<file path="config.mk">
export PLATFORM = sky130hd
export DESIGN_NAME = ps2_key_receiver
export DESIGN_NICKNAME = d
export VERILOG_FILES = /design/src/rtl/ps2_key_receiver.sv
export SDC_FILE = /design/constraint.sdc
export NUM_CORES = 1
export LEC_CHECK = 0
export ABC_CLOCK_PERIOD_IN_PS = 3940
export CAP_MARGIN = 30
export CORE_ASPECT_RATIO = 0.9
export CORE_MARGIN = 4
export CORE_UTILIZATION = 61
export DETAILED_ROUTE_END_ITERATION = 8
export PLACE_DENSITY_LB_ADDON = 0.05
export SETUP_SLACK_MARGIN = 0.5
export SYNTH_ARGS = -nofsm -noshare
export SYNTH_HDL_FRONTEND = slang
export SYNTH_SLANG_ARGS = --single-unit
</file>
<file path="constraint.sdc">
create_clock -name clk -period 3.94 [get_ports clk]
set_clock_uncertainty 0.1 [all_clocks]
set_input_delay 1.182 -clock clk [delete_from_list [all_inputs] [get_ports clk]]
set_output_delay 1.182 -clock clk [all_outputs]
set_load 0.1 [all_outputs]
</file>
<file path="src/rtl/ps2_key_receiver.sv">
// PS/2 keyboard receiver: frames set-2 scan codes, decodes E0/F0 prefixes and tracks one key as a level.
// Optional build macro PS2_PARITY_CHECK_EN enables odd-parity checking of each frame.
module ps2_key_receiver #(
  parameter logic [7:0]  KEY_CODE       = 8'h29,
  parameter int unsigned TIMEOUT_CYCLES = 50000
) (
  input  logic       clk,
  input  logic       iReset,
  input  logic       PS2_CLK,
  input  logic       PS2_DAT,
  output logic       keyPress,
  output logic [7:0] scanCode,
  output logic       scanBreak,
  output logic       scanExt,
  output logic       scanValid,
  output logic       frameErr
);

  localparam int unsigned TW = $clog2(TIMEOUT_CYCLES + 1);

  typedef enum logic [1:0] {IDLE, DATA, PARITY, STOP} state_e;

  logic [1:0]    clk_sync_q, clk_sync_d;
  logic [1:0]    dat_sync_q, dat_sync_d;
  logic          clk_prev_q, clk_prev_d;
  state_e        state_q, state_d;
  logic [2:0]    bit_cnt_q, bit_cnt_d;
  logic [7:0]    shift_q, shift_d;
  logic [TW-1:0] to_cnt_q, to_cnt_d;
  logic [7:0]    byte_q, byte_d;
  logic          byte_rdy_q, byte_rdy_d;
  logic          ext_q, ext_d;
  logic          brk_q, brk_d;
  logic          key_q, key_d;
  logic [7:0]    code_q, code_d;
  logic          break_q, break_d;
  logic          sext_q, sext_d;
  logic          valid_q, valid_d;
  logic          err_q, err_d;
`ifdef PS2_PARITY_CHECK_EN
  logic          par_q, par_d;
`endif

  logic fall;
  logic din;
  logic frame_ok;

  always_comb begin
    clk_sync_d = {clk_sync_q[0], PS2_CLK};
    dat_sync_d = {dat_sync_q[0], PS2_DAT};
    clk_prev_d = clk_sync_q[1];
    fall       = clk_prev_q & ~clk_sync_q[1];
    din        = dat_sync_q[1];

    state_d    = state_q;
    bit_cnt_d  = bit_cnt_q;
    shift_d    = shift_q;
    byte_d     = byte_q;
    byte_rdy_d = 1'b0;
    err_d      = 1'b0;
    frame_ok   = 1'b0;
`ifdef PS2_PARITY_CHECK_EN
    par_d      = par_q;
`endif

    // An edge in the same cycle as expiry wins, since the counter only trips when !fall.
    if (state_q == IDLE || fall) begin
      to_cnt_d = '0;
    end else if (to_cnt_q == TW'(TIMEOUT_CYCLES)) begin
      to_cnt_d = '0;
      state_d  = IDLE;
      err_d    = 1'b1;
    end else begin
      to_cnt_d = to_cnt_q + 1'b1;
    end

    if (fall) begin
      unique case (state_q)
        IDLE: begin
          if (!din) begin
            state_d   = DATA;
            bit_cnt_d = '0;
          end
        end
        DATA: begin
          shift_d   = {din, shift_q[7:1]};
          bit_cnt_d = bit_cnt_q + 1'b1;
          if (bit_cnt_q == 3'd7) state_d = PARITY;
        end
        PARITY: begin
`ifdef PS2_PARITY_CHECK_EN
          par_d = din;
`endif
          state_d = STOP;
        end
        STOP: begin
          state_d = IDLE;
`ifdef PS2_PARITY_CHECK_EN
          frame_ok = din & (^{shift_q, par_q});
`else
          frame_ok = din;
`endif
          if (frame_ok) begin
            byte_rdy_d = 1'b1;
            byte_d     = shift_q;
          end else begin
            err_d = 1'b1;
          end
        end
        default: state_d = IDLE;
      endcase
    end

    ext_d   = ext_q;
    brk_d   = brk_q;
    key_d   = key_q;
    code_d  = code_q;
    break_d = break_q;
    sext_d  = sext_q;
    valid_d = 1'b0;
    if (byte_rdy_q) begin
      if (byte_q == 8'hE0) begin
        ext_d = 1'b1;
      end else if (byte_q == 8'hF0) begin
        brk_d = 1'b1;
      end else begin
        valid_d = 1'b1;
        code_d  = byte_q;
        break_d = brk_q;
        sext_d  = ext_q;
        ext_d   = 1'b0;
        brk_d   = 1'b0;
        if (!ext_q && byte_q == KEY_CODE) key_d = ~brk_q;
      end
    end
  end

  always_ff @(posedge clk) begin
    if (iReset) begin
      clk_sync_q <= '1;
      dat_sync_q <= '1;
      clk_prev_q <= 1'b1;
      state_q    <= IDLE;
      bit_cnt_q  <= '0;
      shift_q    <= '0;
      to_cnt_q   <= '0;
      byte_q     <= '0;
      byte_rdy_q <= 1'b0;
      ext_q      <= 1'b0;
      brk_q      <= 1'b0;
      key_q      <= 1'b0;
      code_q     <= '0;
      break_q    <= 1'b0;
      sext_q     <= 1'b0;
      valid_q    <= 1'b0;
      err_q      <= 1'b0;
`ifdef PS2_PARITY_CHECK_EN
      par_q      <= 1'b0;
`endif
    end else begin
      clk_sync_q <= clk_sync_d;
      dat_sync_q <= dat_sync_d;
      clk_prev_q <= clk_prev_d;
      state_q    <= state_d;
      bit_cnt_q  <= bit_cnt_d;
      shift_q    <= shift_d;
      to_cnt_q   <= to_cnt_d;
      byte_q     <= byte_d;
      byte_rdy_q <= byte_rdy_d;
      ext_q      <= ext_d;
      brk_q      <= brk_d;
      key_q      <= key_d;
      code_q     <= code_d;
      break_q    <= break_d;
      sext_q     <= sext_d;
      valid_q    <= valid_d;
      err_q      <= err_d;
`ifdef PS2_PARITY_CHECK_EN
      par_q      <= par_d;
`endif
    end
  end

  assign keyPress  = key_q;
  assign scanCode  = code_q;
  assign scanBreak = break_q;
  assign scanExt   = sext_q;
  assign scanValid = valid_q;
  assign frameErr  = err_q;

endmodule

</file>
==> metrics.md <==
| Metric | Value |
|---|---|
| Syn_area_per_cell | 8.990 um^2 |
| Gr ovfl total | 0 |
| CTS tree | done |
| Fin. max-slew vios | 0 |
| CP delay by family, top | buffers and inverters |
| Arr. time, crit path | 1760 ps |
| Critical path, cell by cell | clkdlybuf4s50_1 |
| Compound-cell area share of the yosys netlist | 13.21% |
| Deepest clock path buffer count | 2 |
| Fin crit period | 3038 ps |
| Largest cells by area after synthesis | dfxtp_1 51%, nand2_1 6.6%, a21oi_1 5.7% |
| Slew @ Worst Pin | 958.6 ps |
| P&R area growth vs syn | 14.74% |
| DRC | 0 |
| CP Launch Type | flop |
| Total GRT Usage | 20.94% |
| Register bit total from synthesis | 58 |
| RSZ-0062 raised after global routing | false |
| Startpoint of the worst hold path | clk_sync_q[0] |
| Inst Count DP | 303 |
| R2R Setup Slk | 1780 ps |
| Adder-Cell Fraction of Synth Area | 2.192% |
| XOR/XNOR Fraction of Synth Area | 4.219% |
| Global-route wire length before repair | 7534 um |
| CTS Root Cell | clkbuf_8 |
| PortBufs | 16 |
| Antenna violations before repair | 0 |
| DRT iter0 DRCs | 132 |
| Chip Height | 66.05 um |
| Area of placed instances | 0.002422 mm^2 |
| PwrDens | 436.6 mW/mm^2 |
| Simple-gate area share of the yosys netlist | 23.12% |
| HP Class | reg2reg |
| Core Region | 0.003478 mm^2 |
| Die X | 72.49 um |
| Post-synthesis sequential area ratio | 50.85% |
| Peak Freq | 0.3292 GHz |
| Final instance count without filler cells | 319 |
| CP bufs+invs | 1 |
| Total wire length | 4156 um |
| Largest family of logic cells by synthesized area | simple AND/OR/NAND/NOR gates |
| Layout cells sized above 1 | 13.45% |
| Total power | 1.144 mW |
| Largest net degree at the start of global routing | 46 |
| Mux share of post-synthesis cell area | 3.068% |
| CP Max Fanout | 1 |
| Detailed Place HPWL | 2730 um |
| CTS Buf Count | 9 |
| Worst Hold Path EP | clk_sync_q[1] |
| Most frequent cells in the layout | 58 x dfxtp_1, 40 x nand2_1, 27 x nor2_1 |
| Critical R2R Capture | scanCode[6] |
| Crit. End Element | output pin |
| CP Launch Point | scanValid |
| Tcrit/Tclk final | 77.09% |
| Post-Route Setup TNS | 0 ps |
| # rows | 20 |
| CTS clk-pin slew, worst paths | 60 ps |
| YS warnings | 0 |
| Post-Synthesis Cells | 254 |
| Design Area, Final | 0.002620 mm^2 |
| Post-synth top area cell | dfxtp_1 |
| Layout Nets | 278 |
| Leak | 0.9598 nW |
| Pre-antenna DRT Iters | 4 |
| Syn Nets | 262 |
| IO Pins | 17 |
| Rel. slew slack | 35.89% |
| DR WL/cell | 13.03 um |
| GP Congestion | 0.7439 |
| Post-CTS Hold Fix Bufs | 0 |
| Setup bufs post-CTS | 0 |
| Outcome | finished, final reports clean |
| Htree depth | 3 |
| Maximum vdd drop | 0.3110 mV |
| # Max-Cap Violations | 0 |
| Vias per Instance | 5.480 |
| Setup-failing EPs final | 0 |
| Post-CTS sizing | 0 |
| Initial core utilization | 65.65% |
| DR vias | 1748 |
| Critical path's slowest cell | clkdlybuf4s50_1 |
| Final hold violation count | 0 |
| Fillers | 265 |
| Vias in the first global route | 1655 |
| Antenna cell count | 0 |
| Worst Path Required | 2660 ps |
| Final ANT Viol Nets | 0 |
| Register Area | 0.001161 mm^2 |
| R2R cell count | 4 |
| Die area | 0.004788 mm^2 |
| Multi-input logic area | 0.001046 mm^2 |
| Latest clock arrival within the worst-skew pair | 330 ps |
| Post-synth top area share | 50.85% |
| Most common cell after layout, fill and taps aside | dfxtp_1 |
| Crit-path max cell delay | 1120 ps |
| Sink Count | 58 |
| Cell variety after synth | 38 |
| CP Class | reg2out |
| R2R Path Start | byte_q[5] |
| Synthesized area | 0.002283 mm^2 |
| Hold Crit Depth | 1 |
==> area by class of cell <==
class / instances / area share [%]
sequential: 58 / 44.32
multi-input combinational: 178 / 39.92
clock buffer: 14 / 6.208
timing repair buffer: 17 / 5.253
tap: 44 / 2.101
clock inverter: 2 / 1.337
inverter: 6 / 0.8596
==> routing by layer <==
layer,vias to the layer above,GRT usage (%),routed length (um)
li1,906,-,-
met1,794,25.69,2032
met2,43,31.48,1808
met3,5,10.64,281
met4,0,7.604,33
met5,-,0,0
==> how the worst max path moves through the flow <==
stage,endpoint,slack [ps],depth (start not counted)
after CTS,scanValid,870,1
after global placement,scanValid,1250,1
after floorplan,to_cnt_q[10],1710,5
final,scanValid,900,1
after detailed placement,scanValid,1250,1
after global routing,scanValid,860,1
==> synth_stat cells, drive strengths merged <==
| cell | count |
|---|---|
| inv | 6 |
| nor4bb | 2 |
| or2 | 5 |
| xor2 | 10 |
| and4 | 2 |
| xnor2 | 1 |
| mux2i | 7 |
| nor2 | 27 |
| clkbuf | 10 |
| a211o | 1 |
| nor3 | 3 |
| nand2 | 40 |
| nor4 | 2 |
| or4 | 2 |
| buf | 2 |
| or3 | 2 |
| a21oi | 26 |
| and3 | 3 |
| a2111o | 2 |
| o31ai | 3 |
| o41ai | 3 |
| nor2b | 1 |
| nand4 | 5 |
| a211oi | 1 |
| and2 | 2 |
| nand2b | 1 |
| nand3b | 2 |
| o21ai | 10 |
| nand3 | 8 |
| ha | 4 |
| a22oi | 2 |
| or3b | 1 |
| dfxtp | 58 |
==> worst reg2reg max path: stages, from the launching register on <==
cell and delay, ps:
dfxtp_1 350, or3b_4 420, o41ai_4 840, mux2i_1 280, nor2_1 60
==> flip-flops by register name, summed over array words and instances, names as in the netlist <==
name / flops
to_cnt_q: 16
byte_q: 8
scanCode: 8
shift_q: 8
bit_cnt_q: 3
clk_sync_q: 2
dat_sync_q: 2
state_q: 2
brk_q: 1
byte_rdy_q: 1
clk_prev_q: 1
ext_q: 1
frameErr: 1
keyPress: 1
scanBreak: 1
scanExt: 1
scanValid: 1
==> cells by family (layout without fill, tap and decap cells) <==
| group | Yosys count | after routing |
|---|---|---|
| AOI/OAI and AO/OA | 48 | 48 |
| xor gates and xnor gates | 11 | 11 |
| adders and majority gates | 4 | 4 |
| buffers and inverters | 18 | 39 |
| DFF | 58 | 58 |
| muxes | 7 | 7 |
| and+or+nand+nor | 108 | 108 |
==> report_power, final <==
| group | total, mW | switching [mW] | internal [mW] |
|---|---|---|---|
| clock | 0.539 | 0.213 | 0.326 |
| sequential | 0.590 | 0.00146 | 0.589 |
| combinational | 0.0147 | 0.00903 | 0.00569 |
| total | 1.14 | 0.223 | 0.921 |
==> per-stage QoR <==
step                setup WS (ps)  hold WS [ps]  utilization (%)
floorplan                    1710         289.5                -
global placement             1253         293.1            69.64
detailed placement           1249         296.3            69.64
CTS                         874.7         310.6            75.32
global route                855.4         327.0            75.32
finish                      902.5         308.7            75.32
(Power assumes the default switching activity.)
==> patch 1: new RTL, same flow settings <==
The parameter `TIMEOUT_CYCLES` goes from 50000 to 100000.
--- a/src/rtl/ps2_key_receiver.sv
+++ b/src/rtl/ps2_key_receiver.sv
@@ -4,3 +4,3 @@
   parameter logic [7:0]  KEY_CODE       = 8'h29,
-  parameter int unsigned TIMEOUT_CYCLES = 50000
+  parameter int unsigned TIMEOUT_CYCLES = 100000
 ) (
Check against the original RTL: same outputs for any inputs over 10 cycles, from zero or initial values and one cycle with iReset high; that may be too few to reach the edited logic, so the function may still have changed.
==> patch 1 against the unedited design <==
Worst setup slack lost 0.0057 ns. Area after synthesis grew 0.55%. Hold slack lost 0.0060 ns. Total power grew 7.3%. Combinational power grew 3%. Routed wire length shrank 1.5%. Sequential cell count grew 1. Final area grew 1.2%.
==> patch 1: results (changes against the unedited design) <==
status finished, final reports clean; reg2reg start to_cnt_q[3]$_SDFF_PP0_; clock root cell clkbuf_8; Hold Crit Depth 1 (unchanged); Syn Nets 257 (-1.9%); Psw 0.0002358 W (+5.7%); CTS H-tree depth 3 (unchanged); routed wire length per instance 12.99 µm (-0.27%); share of cells above drive strength 1 13.65% (+0.20 points); Post-synth EDFFs 0 (unchanged); synth cell count leaders 59 x dfxtp_1, 30 x nand2_1, 28 x nor2_1; gr ovfl total 0 (unchanged); Post-CTS Setup Bufs 0 (unchanged); GPL Wtd Cong 0.8312 (+12%); VDD IR max 0.4602 mV (+48%); Clock Path Buffers 2 (unchanged); XOR/XNOR Fraction of Synth Area 5.722% (+1.5 points); largest register by flop count to_cnt_q; Area contributors post-synth dfxtp_1 51%, xnor2_1 5.0%, nand2_1 4.9%; CTS Buf Count 9 (unchanged); largest net degree at the start of global routing 31 (-33%); initial drt markers 92 (-30%); max reg flops 17 (+1); drt pass-1 iters 4 (unchanged); Multi-input gate area 1013 µm² (-3.1%); Leak 0.9017 nW (-6.1%); via count 1714 (-1.9%); Hold Startpoint dat_sync_q[0]$_SDFF_PP1_; CP peak stage delay 1.12 ns (about the same); number of global-route vias before repair 1574 (-4.9%); nets@finish 274 (-1.4%); Resized Gates After CTS 0 (unchanged); Final HPWL DP 2.708 mm (-0.83%); Top FF cell, synth dfxtp_1; required time worst endpoint 2.66 ns (about the same); area of placed instances 2425 µm² (+0.10%); global-route wire length before repair 7.107 mm (-5.7%); post-synthesis compound-gate area fraction 12.81% (-0.40 points); crit path max-delay cell type clkdlybuf4s50_1; clock slew at reported path FFs roughly 0.07 ns; post-synthesis mux area share 0.8719% (-2.2 points); ANT cells 0 (unchanged); initial antenna violation count 0 (unchanged); Post-Synth Adder-Cell Area 2.180% (-0.012 points); delay-heaviest family, CP buffers and inverters; Critical Path Start scanValid$_SDFF_PP0_; r2r worst-path depth 4 (unchanged); post-synth cell types 38 (unchanged); fillers 266 (+0.38%); Slew HR 35.87% (about the same); Tot GR Track Use 19.63% (-1.3 points); sequential share of the synthesized area 51.44% (+0.59 points); Hold WC Path Type reg2reg; Yosys warnings 0 (unchanged); Worst-Skew Late Latency 0.33 ns (about the same)
-- patch 1: through the flow --
step	hold WS (ns)	worst slack (ns)	std cells
after CTS	0.3056	0.8799	315
after detailed placement	0.2980	1.064	299
after floorplan	0.2895	1.721	249
final	0.3027	0.8968	315
after global routing	0.3316	0.8642	315
after global placement	0.2927	1.084	299
-- patch 1: path summary, 6_finish.rpt --
kind	to	slack (ns)
setup / recovery	scanValid	0.90
hold / removal	dat_sync_q[1]$_SDFF_PP1_	0.30
setup reg to reg	to_cnt_q[13]$_SDFF_PP0_	1.80
hold reg to reg	dat_sync_q[1]$_SDFF_PP1_	0.30
-- patch 1: cell families (layout without fill, tap and decap cells) --
logic type | count (synthesis) | in the layout
AO/OA/AOI/OAI | 46 | 46
XOR/XNOR | 15 | 15
adder cells (fa/ha/maj) | 4 | 4
buffers and inverters | 21 | 43
flip-flops | 59 | 59
multiplexers | 2 | 2
AND/OR/NAND/NOR | 102 | 102
-- patch 1: metal layers --
metal | global-route usage, % | part of all wire [%] | vias up
met5 | 0 | 0 | -
met4 | 10.37 | 1.6 | 0
met3 | 6.535 | 5.4 | 8
met2 | 29.95 | 45 | 31
met1 | 24.37 | 48 | 777
li1 | - | - | 898
-- patch 1: power by group through the flow --
stage / sequential [W] / clock (W) / combinational (W)
global placement: 0.000613 / 0 / 0.0000150
global route: 0.000600 / 0.000655 / 0.0000171
detailed placement: 0.000614 / 0 / 0.0000152
CTS: 0.000600 / 0.000625 / 0.0000153
floorplan: 0.000613 / 0 / 0.0000109
finish: 0.000600 / 0.000612 / 0.0000151
-- patch 1: final cells by class --
cell class              count  share of cell area (%)
inverters                  10                   1.416
multi-input cells         169                   38.23
clock buffers              11                   5.710
clock inverters             5                   2.832
well taps                  44                   2.076
repair buffers             17                   5.191
flip-flops and latches     59                   44.55
==> patch 2: new RTL, config.mk and constraints unchanged <==
Without the edit above. Make the reset (`iReset`) asynchronous in one clocked block.
--- a/src/rtl/ps2_key_receiver.sv
+++ b/src/rtl/ps2_key_receiver.sv
@@ -137,3 +137,3 @@
 
-  always_ff @(posedge clk) begin
+  always_ff @(posedge clk or posedge iReset) begin
     if (iReset) begin
Formal check against the unedited RTL: same outputs for any inputs over 10 cycles, from zero or initial values and one cycle with iReset high; that may be too few to reach the edited logic, so the function may still have changed.
==> patch 2 against the unedited design <==
Worst setup slack improved by 0.77 ns. Critical path depth unchanged. First-iteration DRC count decreased by 12%. Final area increased by 9.7%. Sequential cell count unchanged. Area after synthesis increased by 8.7%. Largest cell class unchanged. Synthesized cell count decreased by 18%. Non-clock buffer count increased by 3. Routed wire length increased by 6.0%.
Power is not compared: it rests on default switching activity, and its combinational part moved more than twofold at a synthesized area within 25%.
==> patch 2: results (changes against the unedited design) <==
hold endpoint clk_sync_q[1]$_DFF_PP1_; r2r worst-path depth 3 (-1); post-synth cell types 39 (+2.6%); Syn Nets 216 (-18%); Top FF cell, synth dfrtp_1; crit path max-delay cell type dfrtp_1; synth cell count leaders 53 x dfrtp_1, 24 x nand2_1, 20 x mux2_2; largest net degree at the start of global routing 51 (+11%); global-route wire length before repair 7.327 mm (-2.7%); worst setup path endpoint scanCode[4]; via count 1616 (-7.6%); GPL Wtd Cong 0.8337 (+12%); Area contributors post-synth dfrtp_1 53%, mux2_2 9.1%, dfstp_2 5.3%; sequential share of the synthesized area 58.72% (+7.9 points); asr flop ratio synth 100.0% (+100 points); status finished, final reports clean; share of cells above drive strength 1 26.05% (+13 points); Worst Path Max Fanout 2 (+1); Tot GR Track Use 19.69% (-1.3 points); delay-heaviest family, CP flip-flops; CP peak stage delay 0.36 ns (-0.76 ns); Hold Startpoint clk_sync_q[0]$_DFF_PP1_; dpl ws 1.316 ns (+0.06683 ns); Hold Crit Depth 0 (-1); Final HPWL DP 3.058 mm (+12%); R2R Path End scanCode[7]$_DFFE_PP0P_; Critical Path AT 0.99 ns (-0.77 ns); Critical Path Start scanCode[4]$_DFFE_PP0P_; nets@finish 241 (-13%); Slew HR 44.81% (+8.9 points)
==> patch 2: per-stage QoR <==
stage | area [µm²] | total power [W] | utilization [%] | instances | hold WS [ns]
finish | 2874 | 0.001325 | 75.44 | 284 | 0.2489
detailed placement | 2656 | 0.0008006 | 69.72 | 267 | 0.2507
floorplan | 2482 | 0.0007647 | - | 208 | 0.2452
CTS | 2854 | 0.001340 | 74.91 | 283 | 0.2457
global placement | 2649 | 0.0007857 | 69.52 | 266 | 0.2492
global route | 2874 | 0.001391 | 75.44 | 284 | 0.2523
==> patch 2: per-layer routing <==
metal | global-route usage [%] | vias to the layer above | routed length (µm)
met3 | 8.986 | 6 | 240
met4 | 5.895 | 0 | 50
li1 | - | 777 | -
met1 | 25.75 | 800 | 2053
met5 | 0 | - | 0
met2 | 29.67 | 33 | 2059
==> patch 2: cell type report <==
class | count | area [µm²] | share of cell area (%)
repair buffers | 20 | 170.2 | 5.921
flip-flops and latches | 58 | 1458 | 50.72
clock buffers | 14 | 162.7 | 5.660
inverters | 8 | 30.03 | 1.045
multi-input cells | 136 | 960.9 | 33.43
clock inverters | 2 | 35.03 | 1.219
well taps | 46 | 57.56 | 2.003
==> patch 2: kinds of logic (layout without fill, tap and decap cells) <==
logic type / count (synthesis) / after routing / synth area share, %
compound gates: 19 / 19 / 5.595
flops: 58 / 58 / 58.72
xor+xnor: 12 / 12 / 4.234
simple gates: 79 / 79 / 16.79
buf+inv: 14 / 44 / 2.571
mux: 22 / 22 / 10.08
fa+ha+maj: 4 / 4 / 2.016
==> patch 2: power by group <==
group	switching [W]	leakage (nW)	internal [W]
combinational	0.0000456	0.480	0.0000540
sequential	0.0000427	0.778	0.000649
clock	0.000208	0.101	0.000326
total	0.000296	1.36	0.00103
